[src/rtl/win3x3_gen_pkg.sv]
// Shared constants for the 3x3 window generator: row-select codes, window packing, column states.
package win3x3_gen_pkg;

  localparam logic [1:0] SEL_ZERO = 2'd0;
  localparam logic [1:0] SEL_A    = 2'd1;
  localparam logic [1:0] SEL_B    = 2'd2;
  localparam logic [1:0] SEL_C    = 2'd3;

  localparam int unsigned WIN_N = 9;
  localparam int unsigned P00 = 0;
  localparam int unsigned P01 = 1;
  localparam int unsigned P02 = 2;
  localparam int unsigned P10 = 3;
  localparam int unsigned P11 = 4;
  localparam int unsigned P12 = 5;
  localparam int unsigned P20 = 6;
  localparam int unsigned P21 = 7;
  localparam int unsigned P22 = 8;

  typedef enum logic [1:0] {
    IDLE = 2'd0,
    FILL = 2'd1,
    RUN  = 2'd2
  } col_state_e;

  // Bit offset of window element idx; p00 sits at the MSB end.
  function automatic int unsigned win_lsb(input int unsigned idx, input int unsigned dw);
    return (WIN_N - 1 - idx) * dw;
  endfunction

endpackage

[src/rtl/win3x3_gen_row_mux.sv]
// Registered 4:1 row select; code 0 injects a zero border pixel.
module win_row_mux
  import win3x3_gen_pkg::*;
#(
  parameter int unsigned DATA_W = 8
) (
  input  logic              clk,
  input  logic              aclr,
  input  logic              en,
  input  logic [1:0]        sel,
  input  logic [DATA_W-1:0] a,
  input  logic [DATA_W-1:0] b,
  input  logic [DATA_W-1:0] c,
  output logic [DATA_W-1:0] q
);

  always_ff @(posedge clk or negedge aclr) begin
    if (!aclr) begin
      q <= '0;
    end else if (en) begin
      case (sel)
        SEL_ZERO: q <= '0;
        SEL_A:    q <= a;
        SEL_B:    q <= b;
        SEL_C:    q <= c;
      endcase
    end
  end

endmodule

[src/rtl/win3x3_gen.sv]
// 3x3 window assembler: aligns line-RAM reads, routes rows, shifts columns and
// emits one window per accepted pixel from the third column of each row onward.
module win3x3_gen
  import win3x3_gen_pkg::*;
#(
  parameter int unsigned DATA_W = 8,
  parameter int unsigned RD_LAT = 1,
  parameter int unsigned COL_W  = 11
) (
  input  logic                  clk,
  input  logic                  aclr,
  input  logic                  rama_rden,
  input  logic                  ramb_rden,
  input  logic                  ramc_rden,
  input  logic [DATA_W-1:0]     rama_q,
  input  logic [DATA_W-1:0]     ramb_q,
  input  logic [DATA_W-1:0]     ramc_q,
  input  logic [1:0]            sel_row1,
  input  logic [1:0]            sel_row2,
  input  logic [1:0]            sel_row3,
  input  logic                  row_end_rd,
  input  logic                  frame_end_rd,
  output logic [9*DATA_W-1:0]   win,
  output logic                  win_valid,
  output logic                  win_row_end,
  output logic                  win_frame_end
);

  logic rden_any;
  logic pix_v, re_d, fe_d;

  assign rden_any = rama_rden | ramb_rden | ramc_rden;

  // S0: match control timing to the RAM read latency.
  if (RD_LAT == 0) begin : g_nodly
    assign pix_v = rden_any;
    assign re_d  = row_end_rd;
    assign fe_d  = frame_end_rd;
  end else begin : g_dly
    logic [RD_LAT-1:0] v_sr, re_sr, fe_sr;
    always_ff @(posedge clk or negedge aclr) begin
      if (!aclr) begin
        v_sr  <= '0;
        re_sr <= '0;
        fe_sr <= '0;
      end else begin
        v_sr[0]  <= rden_any;
        re_sr[0] <= row_end_rd;
        fe_sr[0] <= frame_end_rd;
        for (int unsigned i = 1; i < RD_LAT; i++) begin
          v_sr[i]  <= v_sr[i-1];
          re_sr[i] <= re_sr[i-1];
          fe_sr[i] <= fe_sr[i-1];
        end
      end
    end
    assign pix_v = v_sr[RD_LAT-1];
    assign re_d  = re_sr[RD_LAT-1];
    assign fe_d  = fe_sr[RD_LAT-1];
  end

  logic [DATA_W-1:0] row_px [3];
  logic [1:0]        row_sel [3];

  assign row_sel[0] = sel_row1;
  assign row_sel[1] = sel_row2;
  assign row_sel[2] = sel_row3;

  for (genvar r = 0; r < 3; r++) begin : g_row
    win_row_mux #(.DATA_W(DATA_W)) u_mux (
      .clk  (clk),
      .aclr (aclr),
      .en   (pix_v),
      .sel  (row_sel[r]),
      .a    (rama_q),
      .b    (ramb_q),
      .c    (ramc_q),
      .q    (row_px[r])
    );
  end

  logic             s1_v, s1_re, s1_fe;
  logic [COL_W-1:0] cnt;
  logic [DATA_W-1:0] px [3][3];
  col_state_e       col_st;

  always_comb begin
    col_st = RUN;
    if (cnt == '0)               col_st = IDLE;
    else if (cnt == COL_W'(1))   col_st = FILL;
  end

  // S1 control pipe, S2 column shift, counter and markers.
  always_ff @(posedge clk or negedge aclr) begin
    if (!aclr) begin
      s1_v          <= 1'b0;
      s1_re         <= 1'b0;
      s1_fe         <= 1'b0;
      cnt           <= '0;
      win_valid     <= 1'b0;
      win_row_end   <= 1'b0;
      win_frame_end <= 1'b0;
      for (int r = 0; r < 3; r++) begin
        for (int c = 0; c < 3; c++) px[r][c] <= '0;
      end
    end else begin
      s1_v          <= pix_v;
      s1_re         <= re_d;
      s1_fe         <= fe_d;
      win_valid     <= s1_v && (col_st == RUN);
      win_row_end   <= s1_re;
      win_frame_end <= s1_fe;
      if (s1_v) begin
        for (int r = 0; r < 3; r++) begin
          px[r][0] <= px[r][1];
          px[r][1] <= px[r][2];
          px[r][2] <= row_px[r];
        end
        if (cnt != {COL_W{1'b1}}) cnt <= cnt + COL_W'(1);
      end
      // A marker ends the row after the coincident pixel has been counted.
      if (s1_re || s1_fe) cnt <= '0;
    end
  end

  always_comb begin
    win = '0;
    win[win_lsb(P00, DATA_W) +: DATA_W] = px[0][0];
    win[win_lsb(P01, DATA_W) +: DATA_W] = px[0][1];
    win[win_lsb(P02, DATA_W) +: DATA_W] = px[0][2];
    win[win_lsb(P10, DATA_W) +: DATA_W] = px[1][0];
    win[win_lsb(P11, DATA_W) +: DATA_W] = px[1][1];
    win[win_lsb(P12, DATA_W) +: DATA_W] = px[1][2];
    win[win_lsb(P20, DATA_W) +: DATA_W] = px[2][0];
    win[win_lsb(P21, DATA_W) +: DATA_W] = px[2][1];
    win[win_lsb(P22, DATA_W) +: DATA_W] = px[2][2];
  end

endmodule

[config.mk]
export PLATFORM = sky130hd
export DESIGN_NAME = win3x3_gen
export DESIGN_NICKNAME = d
export VERILOG_FILES = /design/src/rtl/win3x3_gen_pkg.sv /design/src/rtl/win3x3_gen_row_mux.sv /design/src/rtl/win3x3_gen.sv
export SDC_FILE = /design/constraint.sdc
export NUM_CORES = 1
export LEC_CHECK = 0
export CORE_ASPECT_RATIO = 1.25
export CORE_MARGIN = 2
export CORE_UTILIZATION = 45
export CTS_CLUSTER_DIAMETER = 100
export CTS_CLUSTER_SIZE = 14
export DETAILED_ROUTE_END_ITERATION = 8
export HOLD_SLACK_MARGIN = 0.06
export PLACE_DENSITY = 0.76
export SYNTH_ARGS = -nofsm -noshare
export SYNTH_HDL_FRONTEND = slang
export SYNTH_SLANG_ARGS = --single-unit
[constraint.sdc]
create_clock -name clk -period 1.47 [get_ports clk]
set_input_delay 0.147 -clock clk [delete_from_list [all_inputs] [get_ports clk]]
set_output_delay 0.147 -clock clk [all_outputs]
set_load 0.02 [all_outputs]
==> results of run 1 <==
-- cells by family after synthesis --
kind of cell               Yosys count  synth area share, %
and+or+nand+nor                     59                 5.70
xor gates and xnor gates             2                0.355
adders and majority gates            3                0.761
buffers and inverters               32                 3.32
DFF                                116                 58.8
muxes                               97                 22.1
AOI/OAI and AO/OA                   66                 8.95
-- flip-flops by register name, indices dropped and copies added, names as in the netlist --
register	flops
g_dly.v_sr	1
win_frame_end	1
win_row_end	1
cnt	11
g_dly.re_sr	1
s1_v	1
g_row.u_mux.q	24
fe_d	1
s1_re	1
win	72
win_valid	1
s1_fe	1
-- stage by stage --
stage	setup WS [ns]	cells	setup TNS [ns]	hold WS (ns)
3_5_place_dp	-0.270	619	-2.92	0.0663
4_1_cts	0.0485	651	0	0.165
5_1_grt	0.00207	651	0	0.168
6_report	0.0893	651	0	0.183
2_1_floorplan	0.0622	375	0	-0.149
3_3_place_gp	-0.168	619	-1.92	0.0641
-- layout make-up --
class / instances / area, um2 / share of cell area (%)
repair buffers: 140 / 1310 / 18.9
clock buffers: 22 / 454 / 6.57
multi-input cells: 227 / 1880 / 27.2
well taps: 132 / 165 / 2.39
flip-flops and latches: 116 / 2910 / 42.0
inverters: 5 / 18.8 / 0.271
clock inverters: 9 / 178 / 2.57
-- critical path, stage by stage, from the launching register on --
cell and delay (ns):
dfrtp_1 0.38, and4_2 0.30, a2111oi_4 0.37, xnor2_1 0.16, nor2_1 0.05
-- synth_stat cells (all sizes together) --
master | instances | area, um2
a2111oi | 1 | 27.5
a211oi | 1 | 7.51
a21o | 1 | 7.51
a21oi | 27 | 135
a22oi | 24 | 180
a311oi | 1 | 8.76
a31oi | 5 | 31.3
a41o | 1 | 10.0
a41oi | 1 | 8.76
and2 | 1 | 6.26
and4 | 2 | 17.5
buf | 15 | 100
clkbuf | 12 | 45.0
dfrtp | 116 | 2900
ha | 3 | 37.5
inv | 5 | 18.8
mux2 | 96 | 1080
mux2i | 1 | 10.0
nand2 | 5 | 18.8
nand3 | 5 | 25.0
nand4 | 2 | 27.5
nor2 | 34 | 128
nor2b | 3 | 18.8
nor3 | 3 | 15.0
nor4 | 2 | 12.5
o211a | 1 | 10.0
o21ai | 3 | 15.0
or2 | 1 | 6.26
or3 | 1 | 6.26
xnor2 | 2 | 17.5
-- how the worst min path moves through the flow --
stage,start,end,slack [ns],depth (start not counted)
global placement,aclr,win[67]$_DFFE_PN0P_,0.06,1
floorplan,aclr,cnt[0]$_DFFE_PN0P_,-0.15,0
global route,frame_end_rd,fe_d$_DFF_PN0_,0.17,1
detailed placement,aclr,win[67]$_DFFE_PN0P_,0.07,1
CTS,row_end_rd,g_dly.re_sr$_DFF_PN0_,0.17,1
finish,row_end_rd,g_dly.re_sr$_DFF_PN0_,0.18,1
-- timing repair --
item / 4_1_cts / 5_1_grt
cloned: 0 / 0
gates resized for setup: 75 / 3
endpoints found under the setup margin: 75 / 3
hold buffers: 1 / 0
hold endpoints to repair: 116 / 0
-- layer usage --
metal	part of all wire, %	up-vias	GRT usage [%]
li1	-	1613	-
met1	41	1722	25.2
met2	51	115	33.8
met3	6.3	10	7.26
met4	1.0	0	6.16
met5	0	-	0
-- where the power goes --
group	internal (uW)	switching [uW]	total (uW)
Clock	3040	1380	4420
Sequential	3580	232	3810
Combinational	680	833	1510
==> summary.txt, run 1 <==
GRT
  – Number of global-route vias before repair: 3,684
  – Total GRT Usage: 20.4%
  – Largest net degree at the start of global routing: 40
  – Gr ovfl total: 0
  – First-pass GRT wire length: 18,900 um
  – Initial antenna violation count: 0

Floorplanning
  – Rows: 42
  – DIE HEIGHT: 121 um
  – I/O pin cnt: 112
  – Die area: 0.0118 mm2
  – Core area: 0.0106 mm2
  – Initial Util: 46.5%
  – DIE WIDTH: 97.7 um

Worst setup path
  – CP required: 1.75 ns
  – Worst Path Arrival: 1.66 ns
  – Worst Reg2Reg Path Length in Cells: 4
  – R2R Path Start: cnt[9]$_DFFE_PN0P_
  – Crit end category: flop
  – Critical Path Start: cnt[9]$_DFFE_PN0P_
  – Worst setup path endpoint: cnt[8]$_DFFE_PN0P_
  – FF-to-FF setup slack: 0.09 ns
  – Reg2reg end: cnt[8]$_DFFE_PN0P_
  – Critical Setup Path Class: flop to flop
  – CP Launch Type: flop
  – Worst Path Max Fanout: 5

Synthesis
  – Post-synthesis sequential area ratio: 58.8%
  – Yosys warning count: 0
  – Synth Area per Inst: 13.2 um2
  – Yosys reg bits: 116
  – Mapped Nets: 415
  – Synthesized instance count: 375
  – Mapped cell area: 0.00494 mm2
  – Post-synth cell types: 36

STA
  – Setup violations, final: 0
  – Worst rel slew slack: 61.1%
  – Clk_skew: 0.00943 ns
  – Fmax: 724 MHz
  – Slew Viols, Final: 0
  – Worst-Margin Slew: 0.582 ns
  – Final hold violation count: 0
  – Period utilization: 93.9%
  – Unrepaired setup endpoints after global routing: false
  – Final min period: 1.38 ns

Pwr
  – Total chip power: 9740 uW
  – Worst vdd ir: 1.02 mV
  – Power Density: 1410 mW/mm2
  – Cell leakage power: 0.00321 uW

Finish
  – Fillers: 836
  – Proportion of layout cells with a drive suffix above 1: 13.5%
  – Non-Filler Cell Area, Final: 0.00692 mm2
  – Post-layout util: 65.1%
  – Commonest non-fill, non-tap cells in the layout: dfrtp_1 (115), mux2_1 (89), dlygate4sd2_1 (75)
  – Most common cell after layout, fill and taps aside: dfrtp_1
  – Inserted Diodes: 0
  – Area delta synth->final: 40.1%
  – Final #Nets: 547

Drt
  – Routed Antenna Nets: 0
  – DRT Pass-1 Iters: 4
  – Starting DRT DRC Count: 161
  – WL final: 11,200 um
  – Wire length per cell: 17.3 um
  – Drt drc: 0
  – Via/cell ratio: 5.31
  – Via Count: 3,460

Clocking
  – CTS tree: built
  – Clk_lat worst skew: 0.41 ns
  – Root Buffer: clkbuf_16
  – Clk sinks: 116
  – Post CTS Setup Buffer Count: 0
  – Max Root-Sink Buffers: 2
  – Clk slew on worst S/H paths: 0.05 ns
  – Clock buffer count from CTS: 17
  – Htree depth: 4

Placed design
  – GP Congestion: 0.885
  – Hpwl dp: 8090 um
  – Buffers on Ports: 111
  – Dpl cell area: 0.00635 mm2

Status
  – Status: completed

Hold path
  – Hold Crit Class: input port to flop

Run
  – Max cap viols: 0
No activity file was read; power rests on OpenSTA's default activity.
==> run 2, diff against run 1 <==
clock period = 1.2 ns   (was 1.47 ns; I/O delays follow)
==> summary.txt, run 2 (synthesis gave the netlist of run 1 again) <==
Worst setup path
  – CP required: 1.54 ns
  – Crit end category: flop
  – R2R Path Start: cnt[2]$_DFFE_PN0P_
  – FF-to-FF setup slack: -0.25 ns
  – Worst Reg2Reg Path Length in Cells: 6
  – Crit path buffers/inverters: 2
  – Critical Path, Cell by Cell: buf_6, nand4_4, buf_4, nor2_1, nand3_1, a21oi_1
  – Delay-heaviest family, CP: simple AND/OR/NAND/NOR gates
  – Worst Path Max Fanout: 4
  – Critical Setup Path Class: flop to flop
  – Critical-path top delay cell: dfrtp_1
  – Reg2reg end: cnt[7]$_DFFE_PN0P_
  – CP Launch Type: flop
  – Worst Path Arrival: 1.79 ns
  – CP max stage delay: 0.39 ns

STA
  – Worst-Margin Slew: 0.436 ns
  – Unrepaired setup endpoints after global routing: true
  – Fmax: 688 MHz
  – Worst rel slew slack: 70.8%
  – Final hold violation count: 0
  – Slew Viols, Final: 0
  – PnR worst setup slack: -0.253 ns
  – Final min period: 1.45 ns
  – Clk_skew: 0.00752 ns
  – Period utilization: 121%
  – Setup violations, final: 78

Finish
  – Proportion of layout cells with a drive suffix above 1: 49.6%
  – Post-layout util: 71.5%
  – Finished Layout Cells: 684
  – Commonest non-fill, non-tap cells in the layout: dfrtp_1 (112), mux2_4 (65), buf_2 (60)
  – Most common cell after layout, fill and taps aside: dfrtp_1
  – Max FFs per register: 72
  – Final #Nets: 579
  – Area delta synth->final: 53.8%
  – Inserted Diodes: 0

Floorplanning
  – Rows: 42
  – DIE HEIGHT: 121 um
  – Core area: 0.0106 mm2
  – DIE WIDTH: 97.7 um
  – I/O pin cnt: 112
  – Die area: 0.0118 mm2
  – Initial Util: 46.5%

Placed design
  – Hpwl dp: 8140 um
  – GP Congestion: 0.858
  – Buffers on Ports: 111
  – Dpl cells: 635

Drt
  – Routed Antenna Nets: 0
  – Wire length per cell: 19.6 um
  – Via/cell ratio: 5.43
  – DRT Pass-1 Iters: 5
  – WL final: 13,400 um
  – Via Count: 3,713
  – Starting DRT DRC Count: 150
  – Drt drc: 0

Pwr
  – Clock power frac: 43.5%
  – Switching share of power: 26.9%
  – Comb power frac: 18.2%
  – Power Density: 1620 mW/mm2
  – Worst vdd ir: 0.993 mV
  – Reg power frac: 38.3%
  – Cell leakage power: 0.00367 uW
  – NetSw: 3320 uW
  – Internal: 9010 uW

Clocking
  – Clk slew on worst S/H paths: 0.06 ns
  – Max Root-Sink Buffers: 2
  – Clock buffer count from CTS: 17
  – Clk sinks: 116
  – Root Buffer: clkbuf_16
  – Clk_lat worst skew: 0.42 ns
  – Htree depth: 4
  – CTS tree: built

GRT
  – Total GRT Usage: 22.2%
  – Gr ovfl total: 0
  – Largest net degree at the start of global routing: 40
  – First-pass GRT wire length: 20,500 um
  – Initial antenna violation count: 0
  – Number of global-route vias before repair: 4,012

Status
  – Failing checks: setup timing
  – Status: complete, but fails checks

Hold path
  – Hold Crit Class: input port to asynchronous set/reset pin

Run
  – Max cap viols: 0
## run 2: cell type report
type	count	area (um2)
sequential	116	2910
inverter	5	26.3
timing repair buffer	172	1560
multi-input combinational	227	2300
clock inverter	15	205
tap	132	165
fill	739	3020
clock buffer	17	425
## run 2: worst max-delay path by stage
stage / startpoint / to / slack [ns] / depth (start not counted)
floorplan: cnt[7]$_DFFE_PN0P_ / cnt[8]$_DFFE_PN0P_ / -0.12 / 5
global placement: sel_row2[0] / g_row[1].u_mux.q[3]$_DFFE_PN0P_ / -0.38 / 5
detailed placement: sel_row2[0] / g_row[1].u_mux.q[3]$_DFFE_PN0P_ / -0.39 / 5
CTS: cnt[0]$_DFFE_PN0P_ / cnt[1]$_DFFE_PN0P_ / -0.19 / 5
global route: cnt[2]$_DFFE_PN0P_ / cnt[7]$_DFFE_PN0P_ / -0.29 / 6
finish: cnt[2]$_DFFE_PN0P_ / cnt[7]$_DFFE_PN0P_ / -0.25 / 6
## run 2: stage by stage
stage               setup WS (ns)  hold slack (ns)  setup TNS [ns]  total power, uW  area [um2]
floorplan                  -0.123           -0.176          -0.365             5670        4990
global placement           -0.375           0.0265           -9.16             6850        6540
detailed placement         -0.385           0.0344          -10.22             6910        6540
CTS                        -0.186            0.140           -4.73            12400        7460
global route               -0.293            0.148           -5.96            12800        7590
finish                     -0.253            0.151           -4.00            12300        7590
## run 2: power groups by stage
| stage | Clock [uW] | Sequential (uW) | Combinational [uW] |
|---|---|---|---|
| floorplan | 0 | 5130 | 538 |
| global placement | 0 | 4730 | 2120 |
| detailed placement | 0 | 4750 | 2160 |
| CTS | 5450 | 4710 | 2200 |
| global route | 5600 | 4770 | 2390 |
| finish | 5370 | 4720 | 2250 |
## run 2: layer usage
layer  wire [um]  vias up  GRT usage (%)
met5           0        -              0
met4         178        0           7.47
li1            -     1684              -
met2        7250      116           38.8
met1        5250     1898           26.2
met3         700       15           6.80
## run 2: what timing repair did
action | in CTS | in global routing
hold buffers | 1 | 0
endpoints found under the hold margin | 116 | 0
endpoints found under the setup margin | 126 | 112
setup buffers | 9 | 5
cloned | 4 | 1
pin swaps | 18 | 10
gates resized for setup | 322 | 97
==> run 3, diff against run 2 <==
CORE_MARGIN = not set   (was 2)
==> summary.txt, run 3 (synthesis gave the netlist of run 1 again) <==
Status
  – Status: complete, but fails checks
  – Failing checks: setup timing

Finish
  – Most common cell after layout, fill and taps aside: dfrtp_1
  – Area delta synth->final: 50.6%
  – Commonest non-fill, non-tap cells in the layout: dfrtp_1 (115), mux2_4 (61), buf_2 (49)
  – Final #Nets: 568
  – Max FFs per register: 72
  – Inserted Diodes: 0
  – Reg area: 0.00291 mm2
  – Multi-input combinational cell area: 0.00224 mm2
  – Proportion of layout cells with a drive suffix above 1: 46.6%
  – Post-layout util: 70.0%
  – Fillers: 721

Worst setup path
  – R2R Path Start: s1_v$_DFF_PN0_
  – Crit end category: flop
  – Worst Path Max Fanout: 7
  – Critical Path Start: s1_v$_DFF_PN0_
  – Critical Path, Cell by Cell: buf_12, inv_2, a41o_1, mux2i_1, nor2_1
  – CP max stage delay: 0.56 ns
  – Critical-path top delay cell: dfrtp_4
  – CP required: 1.49 ns
  – Delay-heaviest family, CP: flip-flops
  – Critical Setup Path Class: flop to flop
  – Worst Path Arrival: 1.67 ns
  – Crit path buffers/inverters: 2
  – CP Launch Type: flop

Drt
  – Drt drc: 0
  – Wire length per cell: 19.5 um
  – DRT Pass-1 Iters: 4
  – Routed Antenna Nets: 0
  – WL final: 13,100 um
  – Via/cell ratio: 5.48
  – Via Count: 3,688
  – Starting DRT DRC Count: 258

STA
  – Setup violations, final: 83
  – Period utilization: 115%
  – Clk_skew: 0.0114 ns
  – Worst rel slew slack: 72.2%
  – Worst-Margin Slew: 0.416 ns
  – Final hold violation count: 0
  – PnR worst setup slack: -0.178 ns
  – Fmax: 726 MHz
  – Slew Viols, Final: 0
  – Final min period: 1.38 ns
  – Hold WS: 0.0604 ns
  – Unrepaired setup endpoints after global routing: true

Floorplanning
  – DIE WIDTH: 95.7 um
  – Core area: 0.0106 mm2
  – I/O pin cnt: 112
  – DIE HEIGHT: 119 um
  – Initial Util: 46.5%
  – Rows: 42
  – Die area: 0.0114 mm2

Pwr
  – Cell leakage power: 0.00360 uW
  – Power Density: 1650 mW/mm2
  – Worst vdd ir: 1.41 mV

GRT
  – Total GRT Usage: 21.5%
  – Largest net degree at the start of global routing: 63
  – Initial antenna violation count: 0
  – Number of global-route vias before repair: 3,760
  – First-pass GRT wire length: 18,600 um
  – Gr ovfl total: 0

Clocking
  – CTS tree: built
  – Max Root-Sink Buffers: 2
  – Htree depth: 4
  – Clk_lat worst skew: 0.41 ns
  – Clk sinks: 116
  – Clk slew on worst S/H paths: 0.05 ns
  – Clock buffer count from CTS: 17
  – Root Buffer: clkbuf_16

Placed design
  – Hpwl dp: 7530 um
  – GP Congestion: 0.884
  – Buffers on Ports: 111

Run
  – Max cap viols: 0

Hold path
  – Hold Crit Class: input port to asynchronous set/reset pin
run 3: cell types whose count changed in the layout (fill, tap and decap cells not counted), moves of 3 or more:
| cell | before | now |
|---|---|---|
| buf_12 | 10 | 7 |
| clkbuf_2 | 2 | 17 |
| dfrtp_1 | 112 | 115 |
| buf_2 | 60 | 49 |
| buf_6 | 16 | 13 |
| clkbuf_16 | 18 | 23 |
| dfrtp_2 | 3 | 0 |
| mux2_1 | 24 | 28 |
| buf_4 | 28 | 20 |
| mux2_4 | 65 | 61 |
| clkdlybuf4s15_2 | 12 | 7 |
run 3: worst reg2reg max path: stages (launching register included):
cell and delay, ns:
dfrtp_4 0.56, buf_12 0.18, inv_2 0.06, a41o_1 0.16, mux2i_1 0.24, nor2_1 0.06
run 3: final cells by class:
class	instances	share of cell area, %
clock buffer	19	5.96
clock inverter	13	2.46
inverter	5	0.387
multi-input combinational	227	30.2
sequential	116	39.1
tap	132	2.22
timing repair buffer	161	19.7
run 3: final timing paths:
check	endpoint	slack [ns]	cells past startpoint
worst max-delay path	cnt[1]$_DFFE_PN0P_	-0.18	5
worst min-delay path	win[56]$_DFFE_PN0P_	0.06	2
worst max register to register	cnt[1]$_DFFE_PN0P_	-0.18	5
worst min register to register	s1_fe$_DFF_PN0_	0.35	0
max in group asynchronous	g_row[0].u_mux.q[4]$_DFFE_PN0P_	0.62	3
min in group clk	fe_d$_DFF_PN0_	0.15	1
run 3: through the flow:
stage | setup slack, ns | TNS (ns) | cells | area [um2] | power (uW)
after floorplan | -0.123 | -0.365 | 375 | 4990 | 5670
after global placement | -0.330 | -11.34 | 620 | 6370 | 6780
after detailed placement | -0.397 | -13.69 | 620 | 6370 | 6850
after CTS | -0.103 | -4.30 | 659 | 7190 | 12100
after global routing | -0.193 | -10.59 | 673 | 7430 | 12600
final | -0.178 | -8.81 | 673 | 7430 | 12200
run 3: layer usage:
metal  global-route usage (%)  part of all wire [%]  up-vias
met2                     35.2                    51      119
li1                         -                     -     1665
met5                        0                     0        -
met4                     8.02                   2.3        0
met1                     26.3                    41     1883
met3                     6.58                   5.2       21
run 3: timing repair:
action	CTS	global route
setup endpoints to repair	141	147
cloned	1	9
hold endpoints to repair	116	0
setup buffers	5	6
resized for setup	245	150
hold buffers	1	0
pin swaps	10	8
run 3: power by group:
part	leakage, uW	switching (uW)	total (uW)	internal (uW)
clock	0.000295	1810	5330	3520
combinational	0.00188	1080	2170	1090
sequential	0.00143	349	4730	4380
total	0.00360	3240	12200	8990
